--- src/rtl/led_p2s_pkg.sv ---
// led_p2s_pkg: shared definitions for the LED/GPIO parallel-to-serial shifter.
//   state_t      - FSM encodings (IDLE/SHIFT/LATCH)
//   DEF_WIDTH    - default bits per frame
//   DEF_DIV      - default s_clk half-period in clk cycles
//   frame_cycles - cycles from start sample to the done pulse, for bus-side timing
package led_p2s_pkg;

  typedef enum logic [1:0] {
    ST_IDLE  = 2'd0,
    ST_SHIFT = 2'd1,
    ST_LATCH = 2'd2
  } state_t;

  localparam int DEF_WIDTH = 16;
  localparam int DEF_DIV   = 2;

  // start sampled in cycle 0 -> done high in the returned cycle
  function automatic int frame_cycles(input int width, input int div);
    return width * 2 * div + div + 1;
  endfunction

endpackage

--- src/rtl/led_p2s_phase.sv ---
// p2s_phase: s_clk phase counter for led_p2s.
//   clk, rst - system clock, async active-low reset
//   clr      - force ph to 0 (takes priority over en)
//   en       - advance ph, wrapping 2*DIV-1 -> 0
//   tc       - ph is at its terminal value 2*DIV-1 (s_clk falling point)
//   half     - ph is at DIV-1 (s_clk rising point; also end of latch window)
module p2s_phase #(
  parameter int DIV = 2
) (
  input  logic clk,
  input  logic rst,
  input  logic clr,
  input  logic en,
  output logic tc,
  output logic half
);

  localparam int PHW = $clog2(2 * DIV);
  localparam logic [PHW-1:0] PH_TC   = PHW'(2 * DIV - 1);
  localparam logic [PHW-1:0] PH_HALF = PHW'(DIV - 1);

  logic [PHW-1:0] ph;

  always_ff @(posedge clk or negedge rst) begin
    if (!rst)          ph <= '0;
    else if (clr)      ph <= '0;
    else if (en)       ph <= (ph == PH_TC) ? '0 : ph + 1'b1;
  end

  assign tc   = (ph == PH_TC);
  assign half = (ph == PH_HALF);

endmodule

--- src/rtl/led_p2s.sv ---
// led_p2s: shifts a parallel LED/GPIO word out to cascaded 74HC595-style
// registers, MSB first, then strobes the storage latch.
//   clk, rst   - system clock, async active-low reset
//   start      - frame request (queued as pending if a frame is running)
//   data_in    - parallel word, captured when a frame is accepted
//   busy, done - frame in progress / one-cycle completion pulse
//   s_clk      - serial shift clock
//   s_dat      - serial data, changes only on s_clk falling points
//   s_latch    - storage latch strobe, active high
//   s_clr_n    - external clear, low while in reset
// All outputs are registers; each is loaded with the value it must show in
// the following cycle.
module led_p2s
  import led_p2s_pkg::*;
#(
  parameter int WIDTH = DEF_WIDTH,
  parameter int DIV   = DEF_DIV
) (
  input  logic             clk,
  input  logic             rst,
  input  logic             start,
  input  logic [WIDTH-1:0] data_in,
  output logic             busy,
  output logic             done,
  output logic             s_clk,
  output logic             s_dat,
  output logic             s_latch,
  output logic             s_clr_n
);

  localparam int BCW = $clog2(WIDTH);
  localparam logic [BCW-1:0] BC_LAST = BCW'(WIDTH - 1);

  state_t           state;
  logic [WIDTH-1:0] sr;
  logic [BCW-1:0]   bc;
  logic             pending;
  logic             ph_tc, ph_half, ph_clr, ph_en;

  // ph idles at 0 and is re-zeroed when the latch window ends; the
  // SHIFT->LATCH hand-off relies on the natural wrap at tc.
  assign ph_en  = (state != ST_IDLE);
  assign ph_clr = (state == ST_IDLE) || (state == ST_LATCH && ph_half);

  p2s_phase #(.DIV(DIV)) u_phase (
    .clk  (clk),
    .rst  (rst),
    .clr  (ph_clr),
    .en   (ph_en),
    .tc   (ph_tc),
    .half (ph_half)
  );

  always_ff @(posedge clk or negedge rst) begin
    if (!rst) begin
      state   <= ST_IDLE;
      sr      <= '0;
      bc      <= '0;
      pending <= 1'b0;
      busy    <= 1'b0;
      done    <= 1'b0;
      s_clk   <= 1'b0;
      s_dat   <= 1'b0;
      s_latch <= 1'b0;
      s_clr_n <= 1'b0;
    end else begin
      s_clr_n <= 1'b1;
      done    <= 1'b0;
      // requests during a frame collapse into a single queued frame
      if (start && state != ST_IDLE) pending <= 1'b1;
      case (state)
        ST_IDLE: begin
          // s_clr_n still low means this is the first cycle out of reset
          if (s_clr_n && (start || pending)) begin
            state   <= ST_SHIFT;
            sr      <= data_in;
            bc      <= '0;
            pending <= 1'b0;
            busy    <= 1'b1;
            s_clk   <= 1'b0;
            s_dat   <= data_in[WIDTH-1];
          end else begin
            s_dat   <= 1'b0;
          end
        end
        ST_SHIFT: begin
          if (ph_half) s_clk <= 1'b1;
          if (ph_tc) begin
            // falling s_clk: present next bit; after the last bit this
            // yields 0 since only fill zeros remain below the MSB
            s_clk <= 1'b0;
            sr    <= {sr[WIDTH-2:0], 1'b0};
            s_dat <= sr[WIDTH-2];
            if (bc == BC_LAST) begin
              state   <= ST_LATCH;
              bc      <= '0;
              s_latch <= 1'b1;
            end else begin
              bc <= bc + 1'b1;
            end
          end
        end
        ST_LATCH: begin
          if (ph_half) begin
            state   <= ST_IDLE;
            s_latch <= 1'b0;
            busy    <= 1'b0;
            done    <= 1'b1;
          end
        end
        default: state <= ST_IDLE;
      endcase
    end
  end

endmodule

--- config.mk ---
export PLATFORM = sky130hd
export DESIGN_NAME = led_p2s
export DESIGN_NICKNAME = d
export VERILOG_FILES = /design/src/rtl/led_p2s_pkg.sv /design/src/rtl/led_p2s_phase.sv /design/src/rtl/led_p2s.sv
export SDC_FILE = /design/constraint.sdc
export NUM_CORES = 1
export LEC_CHECK = 0
export ABC_AREA = 1
export CAP_MARGIN = 25
export CORE_ASPECT_RATIO = 1.2
export CORE_MARGIN = 2
export CORE_UTILIZATION = 52
export DETAILED_ROUTE_END_ITERATION = 7
export HOLD_SLACK_MARGIN = 0.15
export PLACE_DENSITY_LB_ADDON = 0.08
export SLEW_MARGIN = 30
export SYNTH_ARGS = -nofsm -noshare
export SYNTH_HDL_FRONTEND = slang
export SYNTH_SLANG_ARGS = --single-unit
--- constraint.sdc ---
create_clock -name clk -period 1.4 [get_ports clk]
set_input_delay 0.28 -clock clk [delete_from_list [all_inputs] [get_ports clk]]
set_output_delay 0.28 -clock clk [all_outputs]
set_load 0.03 [all_outputs]
Word-level counts from Yosys, hierarchy flattened. Index checks and enable logic that the tools add are counted.

Flip-flop bits (word level): 30. Input port bits: 19. Output and inout bits: 6. Memories kept: 0. Logic and storage cells: 73. Latch bits: 0. Bits in read-only memories: 0. RAM bits: 0.

Reduce and logical (&&, ||, !) cells: 17. Magnitude comparators: 0. Divide/modulo/power cells: 0. Multiplexer cells: 33. Bitwise gates (word level): 0. Multiply operators: 0. $add $sub $neg: 2. Equality and inequality tests: 10. Shifts and indexed selects: 0.

Operator list (number): 2-to-1 mux 15 bit (2); case mux 15 bit (2 select lines) (1); 2-to-1 mux 1 bit (14); 2-to-1 mux 2 bit (7); 2-to-1 mux 4 bit (3); nonzero test 2 bit (5); AND reduction 3 bit (3); case mux 1 bit (2 select lines) (4); case mux 4 bit (2 select lines) (1); AND reduction 4 bit (2); != test 2 bit, second input constant (3); case mux 2 bit (3 select lines) (1); adder 4 x 1 -> 4 bit, second input constant (1); == test 2 x 1 -> 1 bit, second input constant (2); == test 2 bit, second input constant (2); == test 4 bit, second input constant (1); logical AND 1 bit (3); != test 3 bit, second input constant (1); adder 2 x 1 -> 2 bit, second input constant (1); zero test 2 bit (1); logical OR 1 bit (2); != test 2 x 1 -> 1 bit, second input constant (1); AND reduction 2 bit (1).

Depth between registers and ports, before layout. Gate-level depths: netlist of run 1.

Word-level depth: 5. Mapped depth: 8. Mapped depth without buffers: 7.

By module. Synthesis of run 1 repeated with hierarchy kept, for this count alone.

Cells, all modules: 205. Area, all modules: 1524.0 sq um.

Modules (own cells, without submodules): led_p2s (sequential area each 700.7 sq um, cells an instance 190, area each 1406.3 sq um, times used 1); p2s_phase (sequential area each 50.0 sq um, cells an instance 15, area each 117.6 sq um, times used 1).

Least setup slack after synthesis of run 1. No wires, ideal clock.

Path kind: register -> register. Start point: register u_phase.ph[0]. End point: register sr[0]. Required time: 1324 ps. Path buffers: 1. Arrival: 1205 ps. Stages on the path, launching flop included: 8. Slack: 119 ps. Clock period less this slack: 1281 ps. Setup time: 76 ps. Path through: dfrtp_1 ha_1 o21ai_4 inv_2 nand2_2 buf_6 nand2_1 o21ai_1.

Cells in the longest elaborated chain, start to end: 3.

RTL lines: start, declared (line led_p2s_phase.sv:22) `logic [PHW-1:0] ph;`; start signal, assigned (line led_p2s_phase.sv:27) `else if (en) ph <= (ph == PH_TC) ? '0 : ph + 1'b1;`; == test 2 bit (line led_p2s_phase.sv:30) `assign tc = (ph == PH_TC);`; != test 2 bit (no source line); AND reduction 3 bit (no source line); end signal, assigned (line led_p2s.sv:76) `sr <= data_in;`; end signal, assigned (line led_p2s.sv:92) `sr <= {sr[WIDTH-2:0], 1'b0};`; end, declared (line led_p2s.sv:35) `logic [WIDTH-1:0] sr;`.

No other way between the ends. A chain may end at the register's enable or synchronous reset.

Worst setup path after layout of run 1.
Start point: register s_latch. End point: output port s_latch.

RTL lines: start, declared (line led_p2s.sv:27) `output logic s_latch,`; start signal, assigned (line led_p2s.sv:64) `s_latch <= 1'b0;`; start signal, assigned (line led_p2s.sv:97) `s_latch <= 1'b1;`; start signal, assigned (line led_p2s.sv:106) `s_latch <= 1'b0;`.

No word-level cell between the ends.

==> out/results.tsv, run 1 <==
stage	metric	value	unit
outcome	status	finished clean	
floorplan	dieArea	0.00339	mm²
route	initialDrtViolationCount	46	
sta	finalCritPeriodShare	0.962	
critical_path	crit_path_max_fanout	2	
clock_tree	cts.sinks	30	
final_layout	nets	254	
final_layout	final_area	0.00197	mm²
synthesis	synth_compound_area_frac	0.0566	
route	routed_wl	2.93	mm
critical_path	critPathLaunch	s_latch$_DFFE_PN0P_	
sta	fin_crit	1.35	ns
critical_path	cp.arrival	1.07	ns
route	dr_total_vias	1321	
global_routing	grt_antenna_before_repair	0	
critical_path	critPathKind	reg2out	
global_routing	grt_pass1_wl	5.02	mm
final_layout	area_growth	29.3	%
placed_design	post_dp_cell_area	0.00186	mm²
clock_tree	cts_tree	done	
critical_path	cp_cell_sequence	clkdlybuf4s15_1	
sta	setup_viol	0	
sta	tns	0	ns
synthesis	syn_inst	196	
synthesis	ys_seq_area_frac	0.492	
global_routing	grt_overflow_total	0	
global_routing	first_global_vias	1200	
floorplan	ios	25	
critical_path	endpoint_kind	primary output	
placed_design	hpwlAfterDp	2.09	mm
critical_path	cp.required	1.12	ns
route	wl_per_cell	11.0	µm
synthesis	synth_top_family_by_area	simple AND/OR/NAND/NOR gates	
floorplan	die_h	63.4	µm
placed_design	port_buffers	24	
synthesis	synth_mux_area_frac	0	
final_layout	diodes	0	
clock_tree	clk_pin_slew_worst_paths	0.10	ns
route	drc	0	
synthesis	syn_nets	218	
global_routing	grt_max_degree	31	
critical_path	reg2reg_to	bc[1]$_DFFE_PN0P_	
clock_tree	root_buffer	clkbuf_4	
sta	fin_worst_skew	0.0137	ns
route	final_antenna_net_count	0	
clock_tree	insertion_delay	0.33	ns
route	via_per_inst	4.95	
critical_path	slowest_delay	0.39	ns
clock_tree	cts.path.max_buffers	2	
synthesis	yosys.area_share.adder	0.0246	
floorplan	rows	21	
synthesis	synthSimpleGateAreaFrac	0.349	
floorplan	die_w	53.5	µm
critical_path	worstSetupEndpoint	s_latch	
critical_path	cp_top_family	flip-flops	
synthesis	ys_ff_latch	30	
clock_tree	cts_made_buffers	5	
job	cap_violations	0	
synthesis	netlist_area	0.00153	mm²
final_layout	final_layout_size_suffix_gt1_frac	0.146	
pwr	peakVddDrop	0.711	mV
sta	hold_violations	0	
floorplan	core	0.00279	mm²
synthesis	ys_types	26	
clock_tree	cts_max_level	2	
synthesis	syn_area_per_cell	7.79	µm²
route	firstDrtPassIters	4	
pwr	power	1.86	mW
critical_path	critPathBufInv	1	
sta	slew_viol_final	0	
critical_path	r2r_slack	0.12	ns
critical_path	startpoint_type	flip-flop	
placed_design	gp_congestion	0.788	
critical_path	slowest_stage	dfrtp_1	
sta	rsz0062_at_grt	false	
hold_path	hold_class	in2async	
pwr	leakagePower	1.08	nW
synthesis	synth_xor_xnor_area_share	0	
final_layout	fin_util	0.709	
global_routing	grtUsageTotal	0.205	
synthesis	yosysWarnings	0	
critical_path	reg2reg_depth	7	
critical_path	timing.rr.start	u_phase.ph[0]$_DFFE_PN0P_	
pwr	power_density	943	mW/mm²
critical_path	worstSetupPathDepth	1	
sta	max_clock_freq	743	MHz
floorplan	initial_core_util	0.548	
-- cells by family after synthesis --
kind of cell               count (synthesis)
and+or+nand+nor                          130
DFF                                       30
buffers and inverters                     19
AOI/OAI and AO/OA                         13
adders and majority gates                  3
other                                      1
-- area by class of cell --
cell class	count	area, µm²
Sequential cell	30	752
Timing Repair Buffer	35	349
Clock inverter	2	60.1
Tap cell	34	42.5
Fill cell	242	811
Multi-Input combinational cell	147	668
Inverter	13	51.3
Clock buffer	6	51.3
-- state kept, by name (all words and copies together), names as in the netlist --
name	cells
state	2
s_clr_n	1
done	1
s_clk	1
busy	1
pending	1
bc	4
s_latch	1
s_dat	1
u_phase.ph	2
sr	15
-- worst min path at each step --
| stage | cells past startpoint | to | slack (ns) |
|---|---|---|---|
| 5_1_grt | 2 | sr[13]$_DFFE_PN0P_ | 0.30 |
| 4_1_cts | 2 | done$_DFF_PN0_ | 0.30 |
| 6_report | 2 | pending$_DFF_PN0_ | 0.30 |
| 3_3_place_gp | 2 | sr[4]$_DFFE_PN0P_ | 0.46 |
| 3_5_place_dp | 2 | sr[14]$_DFFE_PN0P_ | 0.47 |
| 2_1_floorplan | 0 | bc[0]$_DFFE_PN0P_ | -0.02 |
-- cell usage in the layout (no fill, tap or decap), drive strengths merged --
cell and count:
clkdlybuf4s50 18, o21ai 9, inv 13, a21oi 3, nand3 7, o21a 1, bufinv 2, nor2 7
buf 11, ha 3, dlygate4sd2 1, nand3b 1, nor3 2, nand4 2, nand2 110, clkbuf 8
or2 1, conb 1, clkdlybuf4s15 3, dfrtp 30
-- metrics by stage --
| step | setup slack, ns | instances | hold WS [ns] |
|---|---|---|---|
| 4_1_cts | 0.00495 | 266 | 0.300 |
| 2_1_floorplan | 0.119 | 196 | -0.0156 |
| 5_1_grt | 0.00244 | 267 | 0.299 |
| 6_report | 0.0534 | 267 | 0.296 |
| 3_5_place_dp | -0.190 | 258 | 0.466 |
| 3_3_place_gp | -0.151 | 258 | 0.463 |
-- Yosys cell counts --
cell      instances  area, µm²
a21oi_1           2       10.0
a21oi_2           1       8.76
buf_12            1       20.0
buf_2             1       5.00
buf_4             1       7.51
buf_6             3       33.8
conb_1            1       3.75
dfrtp_1          30        751
ha_1              3       37.5
inv_1            10       37.5
inv_2             3       11.3
nand2_1         109        409
nand2_2           1       6.26
nand3_1           6       30.0
nand3_2           1       10.0
nand3b_4          1       20.0
nand4_1           2       12.5
nor2_1            6       22.5
nor2_2            1       6.26
nor3_1            2       10.0
o21a_1            1       7.51
o21ai_0           4       20.0
o21ai_1           3       15.0
o21ai_2           1       8.76
o21ai_4           1       16.3
or2_2             1       6.26
-- repair_timing --
item	in CTS	in global routing
hold buffers	0	0
gates resized for setup	6	11
setup endpoints to repair	6	26
buffers inserted	0	1
pin swaps	0	1
-- routing by layer --
metal  share of wire  track usage  vias up
met5               0            0        -
met4           0.021       0.0865        0
met3           0.047       0.0640        7
met2            0.50        0.346       25
met1            0.43        0.229      616
li1                -            -      673
-- power by group --
part           internal [mW]  leakage (nW)  total, mW  switching [mW]
logic                 0.0556         0.651     0.0861          0.0304
clock network          0.605        0.0585      0.908           0.303
registers              0.867         0.371      0.868        0.000746
Note: power is estimated with default switching activity, not from simulation.
==> run 2: changes to the inputs <==
--- a/config.mk
+++ b/config.mk
@@ -13,6 +13,7 @@
 export DETAILED_ROUTE_END_ITERATION = 7
 export HOLD_SLACK_MARGIN = 0.15
 export PLACE_DENSITY_LB_ADDON = 0.08
+export SKIP_CTS_REPAIR_TIMING = 1
 export SLEW_MARGIN = 30
 export SYNTH_ARGS = -nofsm -noshare
 export SYNTH_HDL_FRONTEND = slang
==> run 2 against run 1 <==
- fmax grew 4.8%
- routed wire length grew 0.48%
- count of clock-buffer cells in the layout is the same
- sequential share of layout area shrank 0.50 points
- sequential power is essentially flat
- utilization grew 0.94 points
- cell area grew 1.3%
- critical endpoint is now bc[1]$_DFFE_PN0P_
- first-iteration DRC count is the same
- largest power group unchanged
==> out/results.tsv, run 2 (synthesized netlist as in run 1, its figures left out) <==
stage	metric	value	unit
floorplan	dieArea	0.00339	mm²
floorplan	core	0.00279	mm²
global_routing	met1_usage	0.229	
sta	rsz0062_at_grt	false	
placed_design	port_buffers	24	
clock_tree	clk_pin_slew_worst_paths	0.09	ns
global_routing	first_global_vias	1200	
floorplan	die_w	53.5	µm
pwr	peakVddDrop	0.711	mV
global_routing	grt_antenna_before_repair	0	
placed_design	post_dp_cell_area	0.00186	mm²
critical_path	startpoint_type	flip-flop	
clock_tree	cts.sinks	30	
final_layout	nets	254	
final_layout	diodes	0	
sta	slew_viol_final	0	
sta	hold_violations	0	
route	initialDrtViolationCount	46	
sta	setup_viol	0	
clock_tree	insertion_delay	0.33	ns
route	routed_wl	2.95	mm
route	final_antenna_net_count	0	
sta	fin_worst_skew	0.0137	ns
route	firstDrtPassIters	4	
global_routing	grt_use_met2	0.346	
final_layout	layout_common_cells	nand2_1 (109), dfrtp_1 (29), clkdlybuf4s50_1 (18), inv_1 (10), buf_4 (8)	
route	drc	0	
global_routing	grt_util_met3	0.0640	
hold_path	hold_class	in2async	
job	cap_violations	0	
global_routing	grt_overflow_total	0	
floorplan	rows	21	
global_routing	grtUsageTotal	0.205	
clock_tree	cts_tree	done	
pwr	power_density	931	mW/mm²
sta	max_clock_freq	778	MHz
global_routing	grt_max_degree	31	
clock_tree	root_buffer	clkbuf_4	
critical_path	crit_path_max_fanout	23	
critical_path	cp.required	1.66	ns
critical_path	cp_cell_sequence	ha_2 > o21ai_4 > inv_2 > nand2_2 > buf_12 > nand2_1 > o21ai_1	
final_layout	largestRegisters	sr (15), bc (4)	
critical_path	slowest_delay	0.39	ns
sta	worst_slack	0.115	ns
pwr	power	1.86	mW
global_routing	grt.busiest_layer	met2	
final_layout	final_layout_size_suffix_gt1_frac	0.137	
clock_tree	cts_made_buffers	5	
route	dr_total_vias	1319	
sta	finalCritPeriodShare	0.918	
final_layout	final_area	0.00200	mm²
final_layout	area_growth	31.1	%
floorplan	die_h	63.4	µm
placed_design	gp_congestion	0.788	
route	via_per_inst	4.94	
final_layout	fillCellCount	236	
outcome	status	finished clean	
floorplan	ios	25	
critical_path	slowest_stage	dfrtp_1	
placed_design	hpwlAfterDp	2.09	mm
critical_path	cp.arrival	1.55	ns
pwr	leakagePower	1.14	nW
floorplan	initial_core_util	0.548	
global_routing	grt_pass1_wl	5.02	mm
final_layout	largest_reg_flops	15	
final_layout	final_common_cell	nand2_1	
route	wl_per_cell	11.0	µm
final_layout	top_register	sr	
sta	fin_crit	1.29	ns
placed_design	pre_cts_ws	-0.190	ns
clock_tree	cts_max_level	2	
critical_path	endpoint_kind	flip-flop	
critical_path	critPathKind	reg2reg	
clock_tree	cts.path.max_buffers	2	
-- run 2: changes by cell type in the layout (fill, tap and decap cells not counted) --
| cell | delta |
|---|---|
| dlymetal6s2s_1 | +6 |
| clkdlybuf4s15_1 | -3 |
| clkbuf_2 | -2 |
| dlygate4sd2_1 | -1 |
-- run 2: final timing paths --
kind,from,endpoint,slack (ns),depth (start not counted)
setup / recovery,u_phase.ph[0]$_DFFE_PN0P_,bc[1]$_DFFE_PN0P_,0.11,7
hold / removal,rst,pending$_DFF_PN0_,0.30,2
setup reg to reg,u_phase.ph[0]$_DFFE_PN0P_,bc[1]$_DFFE_PN0P_,0.11,7
hold reg to reg,sr[14]$_DFFE_PN0P_,sr[14]$_DFFE_PN0P_,0.49,2
max in group asynchronous,rst,state[0]$_DFFE_PN0P_,0.93,2
min in group clk,sr[14]$_DFFE_PN0P_,sr[14]$_DFFE_PN0P_,0.49,2
-- run 2: critical path, delay by kind of cell (launching register included) --
family / cells / cell delay, ns
buf+inv: 2 / 0.22
fa+ha+maj: 1 / 0.21
simple gates: 2 / 0.15
flops: 1 / 0.39
compound gates: 2 / 0.25
-- run 2: layout make-up --
class                      count  area, µm²  share of cell area
clock buffer                   6       51.3              0.0256
clock inverter                 2       60.1              0.0300
inverter                      13       51.3              0.0256
multi-input combinational    147        668               0.334
sequential                    30        752               0.376
tap                           34       42.5              0.0213
timing repair buffer          35        375               0.188
-- run 2: through the flow --
step | setup TNS, ns | util | std cells | hold WS, ns
4_1_cts | -1.53 | 0.706 | 266 | 0.300
2_1_floorplan | 0 | - | 196 | -0.0156
6_report | 0 | 0.718 | 267 | 0.297
5_1_grt | 0 | 0.718 | 267 | 0.299
3_5_place_dp | -2.89 | 0.666 | 258 | 0.466
3_3_place_gp | -2.38 | 0.666 | 258 | 0.463
-- run 2: layer usage --
metal	vias up	part of all wire
met1	613	0.43
met3	7	0.050
met5	-	0
met2	26	0.50
met4	0	0.021
li1	673	-
-- run 2: power by group --
| part | internal [mW] | switching (mW) | total [mW] |
|---|---|---|---|
| Combinational | 0.0562 | 0.0305 | 0.0867 |
| Sequential | 0.867 | 0.000686 | 0.868 |
| Clock | 0.605 | 0.303 | 0.908 |
==> run 3: changes to the inputs <==
--- a/config.mk
+++ b/config.mk
@@ -11,8 +11,10 @@
 export CORE_MARGIN = 2
 export CORE_UTILIZATION = 52
 export DETAILED_ROUTE_END_ITERATION = 7
+export GPL_ROUTABILITY_DRIVEN = 0
 export HOLD_SLACK_MARGIN = 0.15
 export PLACE_DENSITY_LB_ADDON = 0.08
+export SETUP_SLACK_MARGIN = 0.05
 export SKIP_CTS_REPAIR_TIMING = 1
 export SLEW_MARGIN = 30
 export SYNTH_ARGS = -nofsm -noshare
==> run 3 against run 2 <==
- clock skew down 0.0025 ns
- global-route usage stayed put
- via count up 1.5%
- total power is essentially flat
- cell count unchanged
- non-clock buffer count unchanged
- worst setup slack lost 0.0051 ns
- utilization is 0.99 points higher
- routed wire length grew 5.6%
- sequential cell count unchanged
- clock power barely moved
- hold slack about the same
- critical path type unchanged
- critical endpoint is now sr[1]$_DFFE_PN0P_
- largest cell class unchanged
- highest routed layer unchanged
==> out/results.tsv, run 3 (synthesized netlist as in run 1, its figures left out) <==
stage	metric	value	unit
clock_tree	cts_tree	done	
clock_tree	cts_max_level	2	
route	firstDrtPassIters	4	
final_layout	largestRegisters	sr (15), bc (4)	
global_routing	grtUsageTotal	0.205	
pwr	power_density	919	mW/mm²
sta	slew_viol_final	0	
final_layout	final_common_cell	nand2_1	
route	via_per_inst	5.01	
clock_tree	clk_pin_slew_worst_paths	0.10	ns
pwr	power	1.86	mW
critical_path	r2r_slack	0.11	ns
clock_tree	insertion_delay	0.33	ns
sta	rsz0062_at_grt	true	
critical_path	timing.rr.start	state[1]$_DFFE_PN0P_	
final_layout	instances_no_fill	267	
placed_design	hpwlAfterDp	2.09	mm
sta	setup_viol	0	
final_layout	layout_common_cells	nand2_1 (109), dfrtp_1 (29), clkdlybuf4s50_1 (18), inv_1 (10), buf_4 (7)	
floorplan	die_h	63.4	µm
route	final_antenna_net_count	0	
critical_path	critPathKind	reg2reg	
placed_design	place_inst	258	
route	initialDrtViolationCount	41	
global_routing	grt_overflow_total	0	
clock_tree	cts_made_buffers	5	
final_layout	top_register	sr	
global_routing	grt_antenna_before_repair	0	
critical_path	endpoint_kind	flip-flop	
critical_path	startpoint_type	flip-flop	
final_layout	fillCellCount	228	
final_layout	nets	254	
sta	hold_violations	0	
floorplan	die_w	53.5	µm
critical_path	cp.arrival	1.52	ns
final_layout	largest_reg_flops	15	
final_layout	area_growth	32.9	%
critical_path	reg2reg_to	sr[1]$_DFFE_PN0P_	
critical_path	reg2reg_depth	7	
floorplan	core	0.00279	mm²
clock_tree	root_buffer	clkbuf_4	
global_routing	grt_max_degree	31	
placed_design	port_buffers	24	
floorplan	dieArea	0.00339	mm²
final_layout	fin_util	0.728	
route	wl_per_cell	11.6	µm
critical_path	cp.required	1.63	ns
clock_tree	cts.path.max_buffers	2	
outcome	status	finished clean	
global_routing	grt_pass1_wl	5.02	mm
floorplan	initial_core_util	0.548	
sta	finalCritPeriodShare	0.921	
final_layout	diodes	0	
global_routing	first_global_vias	1200	
critical_path	crit_path_max_fanout	11	
floorplan	rows	21	
job	cap_violations	0	
sta	fin_crit	1.29	ns
final_layout	final_layout_size_suffix_gt1_frac	0.142	
sta	hold_slack	0.297	ns
sta	fin_worst_skew	0.0112	ns
sta	max_clock_freq	775	MHz
route	dr_total_vias	1339	
pwr	peakVddDrop	0.730	mV
floorplan	ios	25	
route	routed_wl	3.11	mm
route	drc	0	
pwr	leakagePower	1.15	nW
sta	worst_slack	0.110	ns
placed_design	pre_cts_ws	-0.190	ns
clock_tree	cts.sinks	30	
hold_path	hold_class	in2async	
run 3: cell types whose count changed in the layout (fill, tap and decap cells not counted), sizes merged:
cell,before,now
buf,11,10
clkbuf,6,7
run 3: layout make-up:
cell class	instances	area (µm²)	share of cell area
repair buffers	35	393	0.194
well taps	34	42.5	0.0210
multi-input cells	147	678	0.334
clock buffers	6	51.3	0.0253
clock inverters	2	60.1	0.0296
inverters	13	51.3	0.0253
flip-flops and latches	30	752	0.371
run 3: critical path, cell delays in order (launching register included):
cell and delay, ns:
dfrtp_1 0.47, inv_1 0.17, o21ai_4 0.10, inv_2 0.08, nand2_4 0.07, clkbuf_16 0.17
nand2_1 0.07, nand2_1 0.05
run 3: stage by stage:
stage	TNS [ns]	cell area, µm²
after global placement	-2.38	1860
final	0	2030
after global routing	0	2030
after detailed placement	-2.89	1860
after floorplan	0	1530
after CTS	-1.53	1970
run 3: routing by layer:
layer  vias to the layer above  global-route usage  wire (µm)
met2                        31               0.346       1570
li1                        674                   -          -
met3                         7              0.0640        167
met4                         0              0.0865         62
met1                       627               0.229       1310
met5                         -                   0          0
run 3: power by group:
group          total, mW  internal [mW]  switching [mW]  leakage, nW
sequential         0.868          0.867        0.000687        0.371
combinational     0.0872         0.0562          0.0310        0.720
clock              0.908          0.605           0.304       0.0585
run 3: worst max-delay path by stage:
stage | from | to | slack [ns] | depth (start not counted)
after floorplan | u_phase.ph[0]$_DFFE_PN0P_ | sr[0]$_DFFE_PN0P_ | 0.12 | 7
after global placement | start | sr[10]$_DFFE_PN0P_ | -0.15 | 9
after detailed placement | start | sr[8]$_DFFE_PN0P_ | -0.19 | 9
after CTS | busy$_DFFE_PN0P_ | busy | -0.27 | 1
after global routing | u_phase.ph[1]$_DFFE_PN0P_ | bc[1]$_DFFE_PN0P_ | 0.03 | 7
final | state[1]$_DFFE_PN0P_ | sr[1]$_DFFE_PN0P_ | 0.11 | 7
